--- config.mk ---
export PLATFORM = sky130hd
export DESIGN_NAME = pipe_hazard_ctrl
export DESIGN_NICKNAME = d
export VERILOG_FILES = /design/src/rtl/pipe_hazard_ctrl.sv
export SDC_FILE = /design/constraint.sdc
export NUM_CORES = 1
export LEC_CHECK = 0
export ABC_CLOCK_PERIOD_IN_PS = 2900
export BUFFER_PORTS_ARGS = -buffer_cell sky130_fd_sc_hd__buf_2
export CORE_UTILIZATION = 40
export CTS_BUF_LIST = sky130_fd_sc_hd__clkbuf_8
export CTS_CLUSTER_DIAMETER = 60
export DETAILED_ROUTE_END_ITERATION = 6
export PLACE_DENSITY = 0.64
export SLEW_MARGIN = 20
export SYNTH_ARGS = -nofsm -noshare
export SYNTH_HDL_FRONTEND = slang
export SYNTH_SLANG_ARGS = --single-unit
export TNS_END_PERCENT = 30
--- constraint.sdc ---
create_clock -name clk -period 2.9 [get_ports clk]
set_input_delay 0.29 -clock clk [delete_from_list [all_inputs] [get_ports clk]]
set_output_delay 0.29 -clock clk [all_outputs]
set_load 0.005 [all_outputs]
--- src/rtl/pipe_hazard_ctrl.sv ---
// Pipeline control for the 5-stage core: RAW hazard detection against shadow EXE/MEM
// destinations, branch kill, memory-stall hold and saturating performance counters.
module pipe_hazard_ctrl #(
  parameter int REG_W  = 4,
  parameter bit FWD_EN = 1'b0,
  parameter int CNT_W  = 32
) (
  input  logic             clk,
  input  logic             rst,
  input  logic             id_valid,
  input  logic [REG_W-1:0] id_src1,
  input  logic [REG_W-1:0] id_src2,
  input  logic             id_src1_en,
  input  logic             id_src2_en,
  input  logic             id_wb_en,
  input  logic             id_mem_r_en,
  input  logic [REG_W-1:0] id_dest,
  input  logic             branch_taken,
  input  logic             mem_stall,
  output logic             hazard,
  output logic             freeze,
  output logic             flush,
  output logic             bubble,
  output logic             id_issue,
  output logic [CNT_W-1:0] cycle_cnt,
  output logic [CNT_W-1:0] stall_cnt,
  output logic [CNT_W-1:0] flush_cnt
);

  localparam logic [CNT_W-1:0] CNT_ONE = {{(CNT_W-1){1'b0}}, 1'b1};
  localparam logic [CNT_W-1:0] CNT_MAX = {CNT_W{1'b1}};

  logic             exe_valid_q, exe_valid_d;
  logic             exe_wb_en_q, exe_wb_en_d;
  logic             exe_mem_r_q, exe_mem_r_d;
  logic [REG_W-1:0] exe_dest_q, exe_dest_d;
  logic             mem_valid_q, mem_valid_d;
  logic             mem_wb_en_q, mem_wb_en_d;
  logic [REG_W-1:0] mem_dest_q, mem_dest_d;
  logic [CNT_W-1:0] cycle_cnt_q, cycle_cnt_d;
  logic [CNT_W-1:0] stall_cnt_q, stall_cnt_d;
  logic [CNT_W-1:0] flush_cnt_q, flush_cnt_d;

  logic exe_vis_s, mem_vis_s, m_exe_s, m_mem_s, hazard_s;

  function automatic logic src_match(input logic [REG_W-1:0] dest);
    return (id_src1_en & (id_src1 == dest)) | (id_src2_en & (id_src2 == dest));
  endfunction

  function automatic logic [CNT_W-1:0] sat_inc(input logic [CNT_W-1:0] v, input logic inc);
    logic [CNT_W-1:0] r;
    if (inc && (v != CNT_MAX)) begin
      r = v + CNT_ONE;
    end else begin
      r = v;
    end
    return r;
  endfunction

  // Hazard detection and stage-control priority; state reads as zero while in reset.
  always_comb begin
    exe_vis_s = exe_valid_q & ~rst;
    mem_vis_s = mem_valid_q & ~rst;
    m_exe_s   = src_match(exe_dest_q);
    m_mem_s   = src_match(mem_dest_q);
    if (FWD_EN) begin
      hazard_s = id_valid & exe_vis_s & exe_mem_r_q & m_exe_s;
    end else begin
      hazard_s = id_valid & ((exe_vis_s & exe_wb_en_q & m_exe_s) |
                             (mem_vis_s & mem_wb_en_q & m_mem_s));
    end
    hazard   = hazard_s;
    freeze   = 1'b0;
    flush    = 1'b0;
    bubble   = 1'b0;
    id_issue = 1'b0;
    if (mem_stall) begin
      freeze = 1'b1;
    end else if (branch_taken) begin
      flush  = 1'b1;
      bubble = 1'b1;
    end else if (hazard_s) begin
      freeze = 1'b1;
      bubble = 1'b1;
    end else begin
      id_issue = id_valid & ~rst;
    end
  end

  // Next-state for shadow stages and counters.
  always_comb begin
    exe_valid_d = exe_valid_q;
    exe_wb_en_d = exe_wb_en_q;
    exe_mem_r_d = exe_mem_r_q;
    exe_dest_d  = exe_dest_q;
    mem_valid_d = mem_valid_q;
    mem_wb_en_d = mem_wb_en_q;
    mem_dest_d  = mem_dest_q;
    if (!mem_stall) begin
      exe_valid_d = id_issue;
      exe_wb_en_d = id_issue & id_wb_en;
      exe_mem_r_d = id_issue & id_mem_r_en;
      exe_dest_d  = id_issue ? id_dest : {REG_W{1'b0}};
      mem_valid_d = exe_valid_q;
      mem_wb_en_d = exe_wb_en_q;
      mem_dest_d  = exe_dest_q;
    end else begin
      exe_valid_d = exe_valid_q;
    end
    cycle_cnt_d = sat_inc(cycle_cnt_q, 1'b1);
    stall_cnt_d = sat_inc(stall_cnt_q, hazard_s & ~branch_taken & ~mem_stall);
    flush_cnt_d = sat_inc(flush_cnt_q, flush);
  end

  // State registers with synchronous reset.
  always_ff @(posedge clk) begin
    if (rst) begin
      exe_valid_q <= 1'b0;
      exe_wb_en_q <= 1'b0;
      exe_mem_r_q <= 1'b0;
      exe_dest_q  <= {REG_W{1'b0}};
      mem_valid_q <= 1'b0;
      mem_wb_en_q <= 1'b0;
      mem_dest_q  <= {REG_W{1'b0}};
      cycle_cnt_q <= {CNT_W{1'b0}};
      stall_cnt_q <= {CNT_W{1'b0}};
      flush_cnt_q <= {CNT_W{1'b0}};
    end else begin
      exe_valid_q <= exe_valid_d;
      exe_wb_en_q <= exe_wb_en_d;
      exe_mem_r_q <= exe_mem_r_d;
      exe_dest_q  <= exe_dest_d;
      mem_valid_q <= mem_valid_d;
      mem_wb_en_q <= mem_wb_en_d;
      mem_dest_q  <= mem_dest_d;
      cycle_cnt_q <= cycle_cnt_d;
      stall_cnt_q <= stall_cnt_d;
      flush_cnt_q <= flush_cnt_d;
    end
  end

  assign cycle_cnt = cycle_cnt_q;
  assign stall_cnt = stall_cnt_q;
  assign flush_cnt = flush_cnt_q;

endmodule

==> results.sh, run 1 <==
export IMPL_num_io_pins=122
export IMPL_drtAntennaViolNets=0
export IMPL_r2r_start="cycle_cnt[5]$_SDFFE_PP0P_"
export IMPL_die_area_sq_mm=0.0139
export IMPL_finalInstanceArea_sq_mm=0.00633
export IMPL_crit_family="simple AND/OR/NAND/NOR gates"
export IMPL_rsz0062_at_grt="false"
export IMPL_crit_path_start_kind="register"
export IMPL_yosysWarningCount=0
export IMPL_synth_seq_cells=108
export IMPL_postCtsHoldBufs=0
export IMPL_finalClockSkew_ps=13.6
export IMPL_hp_start="rst"
export IMPL_wirelength_um=13000
export IMPL_place_area_sq_mm=0.00611
export IMPL_netlist_cell_type_count=46
export IMPL_path_cells="xnor2_1 > nand3_1 > nor3_1 > nor4_2 > buf_12 > o21a_1 > buf_2"
export IMPL_track_usage_pct=19.0
export IMPL_drv_slew=0
export IMPL_yosysSeqAreaShare_pct=40.2
export IMPL_avgSynthCellArea_sq_um=8.60
export IMPL_drt_iter0_markers=417
export IMPL_whs_ps=124
export IMPL_regArea_sq_mm=0.00216
export IMPL_finalSetupViolations=0
export IMPL_routedWlPerCell_um=14.3
export IMPL_first_global_vias=4553
export IMPL_antenna_found_initial=0
export IMPL_die_h_um=118
export IMPL_dp_hpwl_um=9140
export IMPL_grt_ovfl_total=0
export IMPL_r2r_worst_path_cells=6
export IMPL_cp_arrival_ps=2190
export IMPL_clk_pin_slew_ps=100
export IMPL_via_per_inst=5.43
export IMPL_post_cts_setup_buffer_count=0
export IMPL_multi_input_area_sq_mm=0.00305
export IMPL_num_vias=4926
export IMPL_power_density_mw_per_mm2=412
export IMPL_clock_sinks=108
export IMPL_hp_class="input port to register"
export IMPL_grt_max_degree=80
export IMPL_fin_crit_sh_pct=85.6
export IMPL_hold_depth=2
export IMPL_pre_cts_ws_ps=535
export IMPL_synth_edff_count=0
export IMPL_cp_required_ps=2610
export IMPL_p_leak_nw=2.52
export IMPL_hold_viol_final=0
export IMPL_cts_resized=0
export IMPL_antennaDiodeCount=0
export IMPL_setup_tns_ps=0
export IMPL_max_stage_delay_ps=430
export IMPL_ys_flop_type="dfxtp_1"
export IMPL_cts_tree="yes"
export IMPL_area_growth_pct=17.8
export IMPL_num_fill_cells=1275
export IMPL_htreeDepth=3
export IMPL_chipWidth_um=118
export IMPL_clk_latency_ps=380
export IMPL_synthArstFlopShare_pct=0
export IMPL_min_period_ps=2480
export IMPL_core_area_sq_mm=0.0129
export IMPL_gp_congestion=0.832
export IMPL_layout_nets=755
export IMPL_cts_buffers=9
export IMPL_worst_slew_pin_slew_ps=814
export IMPL_cp_num_buf_inv=2
export IMPL_rr_endpoint="cycle_cnt[29]$_SDFFE_PP0P_"
export IMPL_hold_end="mem_dest_q[2]$_SDFFE_PP0N_"
export IMPL_worst_slack_ps=416
export IMPL_reg2reg_slack_ps=510
export IMPL_max_freq_mhz=403
export IMPL_clockRootBuffer="clkbuf_8"
export IMPL_maxCapViolCount=0
export IMPL_syn_area_sq_mm=0.00537
export IMPL_relSlewSlack_pct=45.7
export IMPL_port_buffers=120
export IMPL_worstSetupPathType="register to primary output"
export IMPL_drive_above_1_share_pct=22.3
export IMPL_grt_pass1_wl_um=21700
export IMPL_ir_drop_uv=323
export IMPL_remaining_drc_errors=0
export IMPL_dr_pass1_iters=6
export IMPL_rows=41
export IMPL_syn_nets=649
export IMPL_slowest_stage="dfxtp_1"
export IMPL_endpoint_kind="primary output"
export IMPL_outcome="completed"
export IMPL_cts_buffer_depth=2
export IMPL_start_util_pct=41.7
export IMPL_path_max_fanout=58
export IMPL_synthCells=625
-- kinds of logic (layout without fill, tap and decap cells) --
logic type	after synthesis	after routing	share of synthesized area, %
flip-flops	108	108	40.2
adder cells (fa/ha/maj)	3	3	0.699
AO/OA/AOI/OAI	70	70	8.80
buffers and inverters	37	148	3.07
XOR/XNOR	72	72	11.7
multiplexers	16	16	3.19
AND/OR/NAND/NOR	319	319	32.3
-- power breakdown --
group	switching, mW	internal (mW)	total [mW]
clock network	0.515	0.483	0.998
registers	0.0104	1.49	1.50
logic	0.0669	0.0413	0.108
total	0.592	2.02	2.61
-- worst max path at each step --
stage               slack (ps)                          to  cells past startpoint                  startpoint
global placement           590  cycle_cnt[29]$_SDFFE_PP0P_                      6   cycle_cnt[3]$_SDFFE_PP0P_
detailed placement         530  cycle_cnt[29]$_SDFFE_PP0P_                      6   cycle_cnt[3]$_SDFFE_PP0P_
CTS                        370                    id_issue                      6  exe_dest_q[1]$_SDFFE_PP0N_
floorplan                  640  flush_cnt[31]$_SDFFE_PP0P_                      8   flush_cnt[0]$_SDFFE_PP0P_
global route               260                    id_issue                      7  exe_dest_q[3]$_SDFFE_PP0N_
finish                     420                    id_issue                      7  exe_dest_q[3]$_SDFFE_PP0N_
-- area by class of cell --
type | count | area share (%)
Clock buffer | 9 | 1.96
Clock inverter | 7 | 1.44
Inverter | 6 | 0.356
Multi-Input combinational cell | 480 | 48.2
Sequential cell | 108 | 34.2
Tap cell | 172 | 3.40
Timing Repair Buffer | 126 | 10.4
-- placed cells by master (no fill, tap or decap), drive strengths merged, types with 9 or more instances in the layout --
cell and count:
buf 126, and3 20, dfxtp 108, mux2 9, nor2b 11, or4 14, xnor2 31, nor3 20
nor4 10, clkbuf 9, nand4 30, or3 14, nand3 46, xor2 41, o21ai 15, nand2 35
and4 18, o31ai 12, a21oi 26, nor2 86
-- routing by layer --
layer	wire [um]	up-vias	GRT usage [%]
met1	5870	2335	23.6
met2	6200	125	31.3
met4	299	0	6.97
met5	0	-	0
met3	624	16	5.23
li1	-	2450	-
-- flip-flops by register name, indices dropped and copies added (netlist names) --
register / cells
cycle_cnt: 32
flush_cnt: 32
exe_dest_q: 4
exe_valid_q: 1
mem_wb_en_q: 1
mem_dest_q: 4
stall_cnt: 32
mem_valid_q: 1
exe_wb_en_q: 1
-- metrics by stage --
step	utilization [%]	std cells	power, mW
6_report	49.1	908	2.61
5_1_grt	49.1	908	2.73
4_1_cts	49.1	908	2.65
3_5_place_dp	47.5	892	1.64
3_3_place_gp	47.5	892	1.64
2_1_floorplan	-	625	1.60
-- synth_stat cells, drive strengths merged (2+ instances only) --
master | number | area share (%)
a2111oi | 2 | 1.0
a211oi | 2 | 0.37
a21oi | 26 | 2.4
a22o | 5 | 0.82
a31oi | 3 | 0.35
and2 | 4 | 0.47
and3 | 20 | 2.3
and4 | 18 | 3.0
buf | 6 | 0.91
clkbuf | 25 | 1.7
dfxtp | 108 | 40
ha | 3 | 0.70
inv | 6 | 0.42
mux2 | 9 | 1.9
mux2i | 7 | 1.3
nand2 | 35 | 2.5
nand3 | 46 | 4.4
nand4 | 30 | 3.5
nand4b | 4 | 0.65
nor2 | 86 | 6.0
nor2b | 11 | 1.3
nor3 | 20 | 1.9
nor3b | 2 | 0.37
nor4 | 10 | 1.4
nor4b | 3 | 0.61
o21a | 2 | 0.28
o21ai | 15 | 1.4
o31ai | 12 | 1.7
or3 | 14 | 1.6
or4 | 14 | 2.0
xnor2 | 31 | 5.1
xor2 | 41 | 6.7
Note: power is estimated with default switching activity, not from simulation.
==> inputs of run 2 (changes only) <==
--- a/config.mk
+++ b/config.mk
@@ -12,6 +12,7 @@
 export CTS_CLUSTER_DIAMETER = 60
 export DETAILED_ROUTE_END_ITERATION = 6
 export PLACE_DENSITY = 0.64
+export SETUP_SLACK_MARGIN = 0.5
 export SLEW_MARGIN = 20
 export SYNTH_ARGS = -nofsm -noshare
 export SYNTH_HDL_FRONTEND = slang
==> results.sh, run 2 (synthesis results as in run 1) <==
export IMPL_outcome="completed"
export IMPL_hp_class="input port to register"
export IMPL_first_global_vias=4594
export IMPL_worstSetupPathType="register to register"
export IMPL_r2r_start="flush_cnt[0]$_SDFFE_PP0P_"
export IMPL_chipWidth_um=118
export IMPL_setup_tns_ps=0
export IMPL_hold_depth=2
export IMPL_die_h_um=118
export IMPL_grt_ovfl_total=0
export IMPL_ir_drop_uv=320
export IMPL_finalSetupViolations=0
export IMPL_hp_start="id_dest[0]"
export IMPL_path_max_fanout=7
export IMPL_rr_endpoint="flush_cnt[31]$_SDFFE_PP0P_"
export IMPL_grt_pass1_wl_um=22100
export IMPL_via_per_inst=5.46
export IMPL_endpoint_kind="register"
export IMPL_pre_cts_ws_ps=535
export IMPL_htreeDepth=3
export IMPL_finalPower_mw=2.61
export IMPL_hold_end="exe_dest_q[0]$_SDFFE_PP0N_"
export IMPL_clk_pin_slew_ps=100
export IMPL_regArea_sq_mm=0.00217
export IMPL_clock_sinks=108
export IMPL_grt_max_degree=80
export IMPL_antennaDiodeCount=0
export IMPL_postCtsHoldBufs=0
export IMPL_port_buffers=120
export IMPL_max_freq_mhz=422
export IMPL_remaining_drc_errors=0
export IMPL_clockRootBuffer="clkbuf_8"
export IMPL_final_common_cell="buf_2"
export IMPL_r2r_worst_path_cells=7
export IMPL_area_growth_pct=20.6
export IMPL_num_fill_cells=1264
export IMPL_power_density_mw_per_mm2=403
export IMPL_cts_buffers=9
export IMPL_rows=41
export IMPL_drtAntennaViolNets=0
export IMPL_drv_slew=0
export IMPL_antenna_found_initial=0
export IMPL_core_area_sq_mm=0.0129
export IMPL_layout_nets=766
export IMPL_start_util_pct=41.7
export IMPL_finalClockSkew_ps=11.1
export IMPL_final_cell_mix="119 x buf_2, 102 x dfxtp_1, 86 x nor2_1"
export IMPL_clk_latency_ps=370
export IMPL_post_route_util_pct=50.3
export IMPL_drive_above_1_share_pct=24.6
export IMPL_cts_buffer_depth=2
export IMPL_multi_input_area_sq_mm=0.00309
export IMPL_cts_tree="yes"
export IMPL_fin_crit_sh_pct=81.7
export IMPL_track_usage_pct=19.4
export IMPL_routedWlPerCell_um=14.6
export IMPL_cp_required_ps=3210
export IMPL_wirelength_um=13400
export IMPL_p_leak_nw=2.60
export IMPL_worst_slack_ps=529
export IMPL_crit_path_start_kind="register"
export IMPL_min_period_ps=2370
export IMPL_dr_pass1_iters=5
export IMPL_num_vias=5020
export IMPL_reg2reg_slack_ps=530
export IMPL_gp_congestion=0.832
export IMPL_relSlewSlack_pct=46.6
export IMPL_drt_iter0_markers=327
export IMPL_hold_viol_final=0
export IMPL_num_io_pins=122
export IMPL_dp_hpwl_um=9140
export IMPL_cp_arrival_ps=2680
export IMPL_die_area_sq_mm=0.0139
export IMPL_maxCapViolCount=0
export IMPL_rsz0062_at_grt="true"
export IMPL_worst_slew_pin_slew_ps=802
run 2: timing repair:
action                     CTS  global route
setup endpoints to repair    1            42
cloned                       1             1
buffers inserted             1             8
pin swaps                    1             4
gates resized for setup      3            12
run 2: through the flow:
stage	cell area (sq um)	hold slack, ps	std cells
6_report	6480	127	919
5_1_grt	6480	89.1	919
2_1_floorplan	5370	423	625
3_3_place_gp	6110	475	892
4_1_cts	6360	97.3	910
3_5_place_dp	6110	495	892
run 2: per-layer routing:
layer,share of wire [%],vias up,global-route usage [%]
li1,-,2475,-
met1,45,2390,24.2
met2,48,136,31.7
met3,4.7,19,5.23
met4,2.2,0,7.05
met5,0,-,0
run 2: final cells by class:
cell class	count	share of cell area, %
multi-input combinational	480	47.7
sequential	108	33.5
timing repair buffer	137	11.8
tap	172	3.32
clock buffer	9	1.91
clock inverter	7	1.41
inverter	6	0.347
run 2: worst max-delay path: stages, from the launching register on:
cell	delay, ps
dfxtp_1	360
ha_1	260
and4_1	210
and4_1	300
a2111oi_4	580
nand3_2	150
or3_1	320
a21oi_1	140
run 2: worst max-delay path by stage:
stage	start	end	cells past startpoint
2_1_floorplan	flush_cnt[0]$_SDFFE_PP0P_	flush_cnt[31]$_SDFFE_PP0P_	8
6_report	flush_cnt[0]$_SDFFE_PP0P_	flush_cnt[31]$_SDFFE_PP0P_	7
3_3_place_gp	cycle_cnt[3]$_SDFFE_PP0P_	cycle_cnt[29]$_SDFFE_PP0P_	6
3_5_place_dp	cycle_cnt[3]$_SDFFE_PP0P_	cycle_cnt[29]$_SDFFE_PP0P_	6
5_1_grt	cycle_cnt[18]$_SDFFE_PP0P_	cycle_cnt[13]$_SDFFE_PP0P_	6
4_1_cts	exe_dest_q[1]$_SDFFE_PP0N_	id_issue	7
run 2: power by group:
part           switching, mW  total (mW)  internal [mW]
logic                 0.0675       0.110         0.0426
clock network          0.516       0.999          0.483
registers             0.0104        1.50           1.49
total                  0.594        2.61           2.02
==> inputs of run 3 (changes only) <==
--- a/config.mk
+++ b/config.mk
@@ -5,13 +5,14 @@
 export SDC_FILE = /design/constraint.sdc
 export NUM_CORES = 1
 export LEC_CHECK = 0
-export ABC_CLOCK_PERIOD_IN_PS = 2900
+export ABC_AREA = 1
+export ABC_CLOCK_PERIOD_IN_PS = 2200
 export BUFFER_PORTS_ARGS = -buffer_cell sky130_fd_sc_hd__buf_2
 export CORE_UTILIZATION = 40
 export CTS_BUF_LIST = sky130_fd_sc_hd__clkbuf_8
 export CTS_CLUSTER_DIAMETER = 60
 export DETAILED_ROUTE_END_ITERATION = 6
-export PLACE_DENSITY = 0.64
+export PLACE_DENSITY = 0.63
 export SETUP_SLACK_MARGIN = 0.5
 export SLEW_MARGIN = 20
 export SYNTH_ARGS = -nofsm -noshare
==> constraint.sdc (replaced) <==
create_clock -name clk -period 2.2 [get_ports clk]
set_input_delay 0.22 -clock clk [delete_from_list [all_inputs] [get_ports clk]]
set_output_delay 0.22 -clock clk [all_outputs]
set_load 0.005 [all_outputs]
==> results.sh, run 3 <==
export IMPL_avgSynthCellArea_sq_um=6.55
export IMPL_drv_slew=0
export IMPL_cp_required_ps=2520
export IMPL_whs_ps=32.5
export IMPL_wirelength_um=18800
export IMPL_grt_pass1_wl_um=30200
export IMPL_grt_max_degree=48
export IMPL_p_leak_nw=3.56
export IMPL_layout_nets=1142
export IMPL_die_area_sq_mm=0.0161
export IMPL_placedCellCount=1267
export IMPL_path_common_cell="nand2_1"
export IMPL_yosysSeqAreaShare_pct=34.6
export IMPL_power_internal_mw=2.59
export IMPL_syn_area_sq_mm=0.00625
export IMPL_clk_pin_slew_ps=90
export IMPL_setup_tns_ps=0
export IMPL_synthTopCellsByCount="245 x nand2_1, 116 x nor2_1, 110 x inv_1"
export IMPL_pwr_share_seq_pct=57.6
export IMPL_synth_seq_cells=108
export IMPL_num_vias=6704
export IMPL_drt_iter0_markers=442
export IMPL_clk_latency_ps=390
export IMPL_yosysWarningCount=0
export IMPL_synthArstFlopShare_pct=0
export IMPL_p_sw_share_pct=24.5
export IMPL_antennaDiodeCount=0
export IMPL_final_cells=1310
export IMPL_hold_viol_final=0
export IMPL_hp_class="input port to register"
export IMPL_first_global_vias=6024
export IMPL_relSlewSlack_pct=56.0
export IMPL_grt_ovfl_total=0
export IMPL_rsz0062_at_grt="true"
export IMPL_clockPowerShare_pct=36.1
export IMPL_core_area_sq_mm=0.0152
export IMPL_die_h_um=127
export IMPL_chipWidth_um=127
export IMPL_worst_slew_pin_slew_ps=660
export IMPL_via_per_inst=5.12
export IMPL_cp_arrival_ps=2260
export IMPL_track_usage_pct=23.4
export IMPL_final_cell_mix="217 x nand2_1, 120 x buf_2, 106 x inv_1"
export IMPL_finalSetupViolations=0
export IMPL_routedWlPerCell_um=14.3
export IMPL_combinationalPowerShare_pct=6.3
export IMPL_gp_congestion=0.917
export IMPL_htreeDepth=3
export IMPL_antenna_found_initial=0
export IMPL_cts_buffer_depth=2
export IMPL_area_growth_pct=29.7
export IMPL_max_stage_delay_ps=370
export IMPL_path_max_fanout=6
export IMPL_outcome="completed"
export IMPL_synth_area_leaders="dfxtp_1 35%, nand2_1 15%, nor2_1 7.0%"
export IMPL_slowest_stage="dfxtp_4"
export IMPL_power_density_mw_per_mm2=423
export IMPL_final_common_cell="nand2_1"
export IMPL_max_freq_mhz=516
export IMPL_min_period_ps=1940
export IMPL_finalPower_mw=3.43
export IMPL_ys_flop_type="dfxtp_1"
export IMPL_worstSetupPathType="register to register"
export IMPL_netlist_cell_type_count=35
export IMPL_p_switching_mw=0.841
export IMPL_start_util_pct=41.1
export IMPL_path_cells="inv_2 > nand2_1 > nand2_1 > nor2_2 > nand3_1 > nand2_1 > nand2_1 > nand2_2 > nand3_4 > buf_6 > buf_6 > nor2_4 > buf_6 > nand2_1 > a21oi_2"
export IMPL_synth_edff_count=0
export IMPL_port_buffers=120
export IMPL_synth_top_cell_by_area="dfxtp_1"
export IMPL_drive_above_1_share_pct=29.6
export IMPL_postCtsHoldBufs=0
export IMPL_synth_top_area_share_pct=34.6
export IMPL_synthCells=955
export IMPL_num_io_pins=122
export IMPL_clockRootBuffer="clkbuf_8"
export IMPL_num_fill_cells=1574
export IMPL_post_route_util_pct=53.3
export IMPL_fin_crit_sh_pct=88.1
export IMPL_dr_pass1_iters=5
export IMPL_clock_sinks=108
export IMPL_drtAntennaViolNets=0
export IMPL_finalClockSkew_ps=13.8
export IMPL_rows=45
export IMPL_crit_path_start_kind="register"
export IMPL_synth_most_common_cell="nand2_1"
export IMPL_maxCapViolCount=0
export IMPL_endpoint_kind="register"
export IMPL_cts_buffers=9
export IMPL_dp_hpwl_um=13400
export IMPL_remaining_drc_errors=0
export IMPL_cts_tree="yes"
export IMPL_ir_drop_uv=302
export IMPL_syn_nets=979
-- run 3: cell types whose count changed after synthesis, moves of 12 or more --
cell     change
a21oi_1     +37
and3_1      -19
and4_1      -17
inv_1      +105
nand2_1    +211
nand3_1     -19
nor2_1      +30
nor3_1      +19
o21ai_0     +55
o31ai_1     -12
or3_1       -14
or4_1       -14
-- run 3: cells by family (layout without fill, tap and decap cells) --
logic type      count (synthesis)  in the layout  synth area share [%]
compound gates                144            144                  11.7
simple gates                  489            489                  34.3
fa+ha+maj                       3              3                 0.600
buf+inv                       142            309                  9.07
flops                         108            108                  34.6
xor+xnor                       69             69                  9.67
-- run 3: worst paths after layout --
kind,end,from,slack [ps],cells after the start
max,stall_cnt[16]$_SDFFE_PP0P_,exe_dest_q[0]$_SDFFE_PP0N_,260,15
min,exe_dest_q[1]$_SDFFE_PP0N_,id_dest[1],30,3
max reg2reg,stall_cnt[16]$_SDFFE_PP0P_,exe_dest_q[0]$_SDFFE_PP0N_,260,15
min reg2reg,flush_cnt[24]$_SDFFE_PP0P_,flush_cnt[24]$_SDFFE_PP0P_,460,1
-- run 3: metal layers --
layer	vias to the layer above	track usage [%]	wire (um)	part of all wire, %
met5	-	0	0	0
met4	0	5.53	214	1.1
met3	20	5.40	1260	6.7
met2	189	37.1	8430	45
met1	3076	32.3	8890	47
li1	3419	-	-	-
-- run 3: cell type report --
cell class                 instances  area [sq um]  area share (%)
multi-input combinational        705          3920            48.3
clock buffer                      10           138            1.70
timing repair buffer             175          1080            13.4
timing repair inverter             3          31.3           0.386
clock inverter                     5          55.1           0.679
sequential                       108          2190            27.1
inverter                         116           457            5.63
tap                              188           235            2.90
-- run 3: stage by stage --
stage / worst slack (ps) / instance area [sq um]
CTS: 250 / 7840
finish: 261 / 8110
global placement: 226 / 7210
floorplan: 427 / 6280
global route: 101 / 8110
detailed placement: 194 / 7210
-- run 3: worst max-delay path: cells and delay by family, from the launching register on --
family | cells | cell delay (ps)
and+or+nand+nor | 10 | 920
buffers and inverters | 4 | 460
DFF | 1 | 370
AOI/OAI and AO/OA | 1 | 120
-- run 3: what timing repair did --
| action | CTS | global route |
|---|---|---|
| setup buffers | 18 | 2 |
| pin swaps | 27 | 36 |
| gates resized for setup | 96 | 82 |
| cloned | 4 | 4 |
| setup endpoints to repair | 97 | 105 |
-- run 3: power by group through the flow --
stage,registers [mW],clock network [mW],logic (mW)
final,1.98,1.24,0.217
after global routing,1.98,1.36,0.242
after CTS,1.98,1.30,0.208
after detailed placement,2.03,0,0.177
after global placement,2.03,0,0.176
after floorplan,2.02,0,0.105
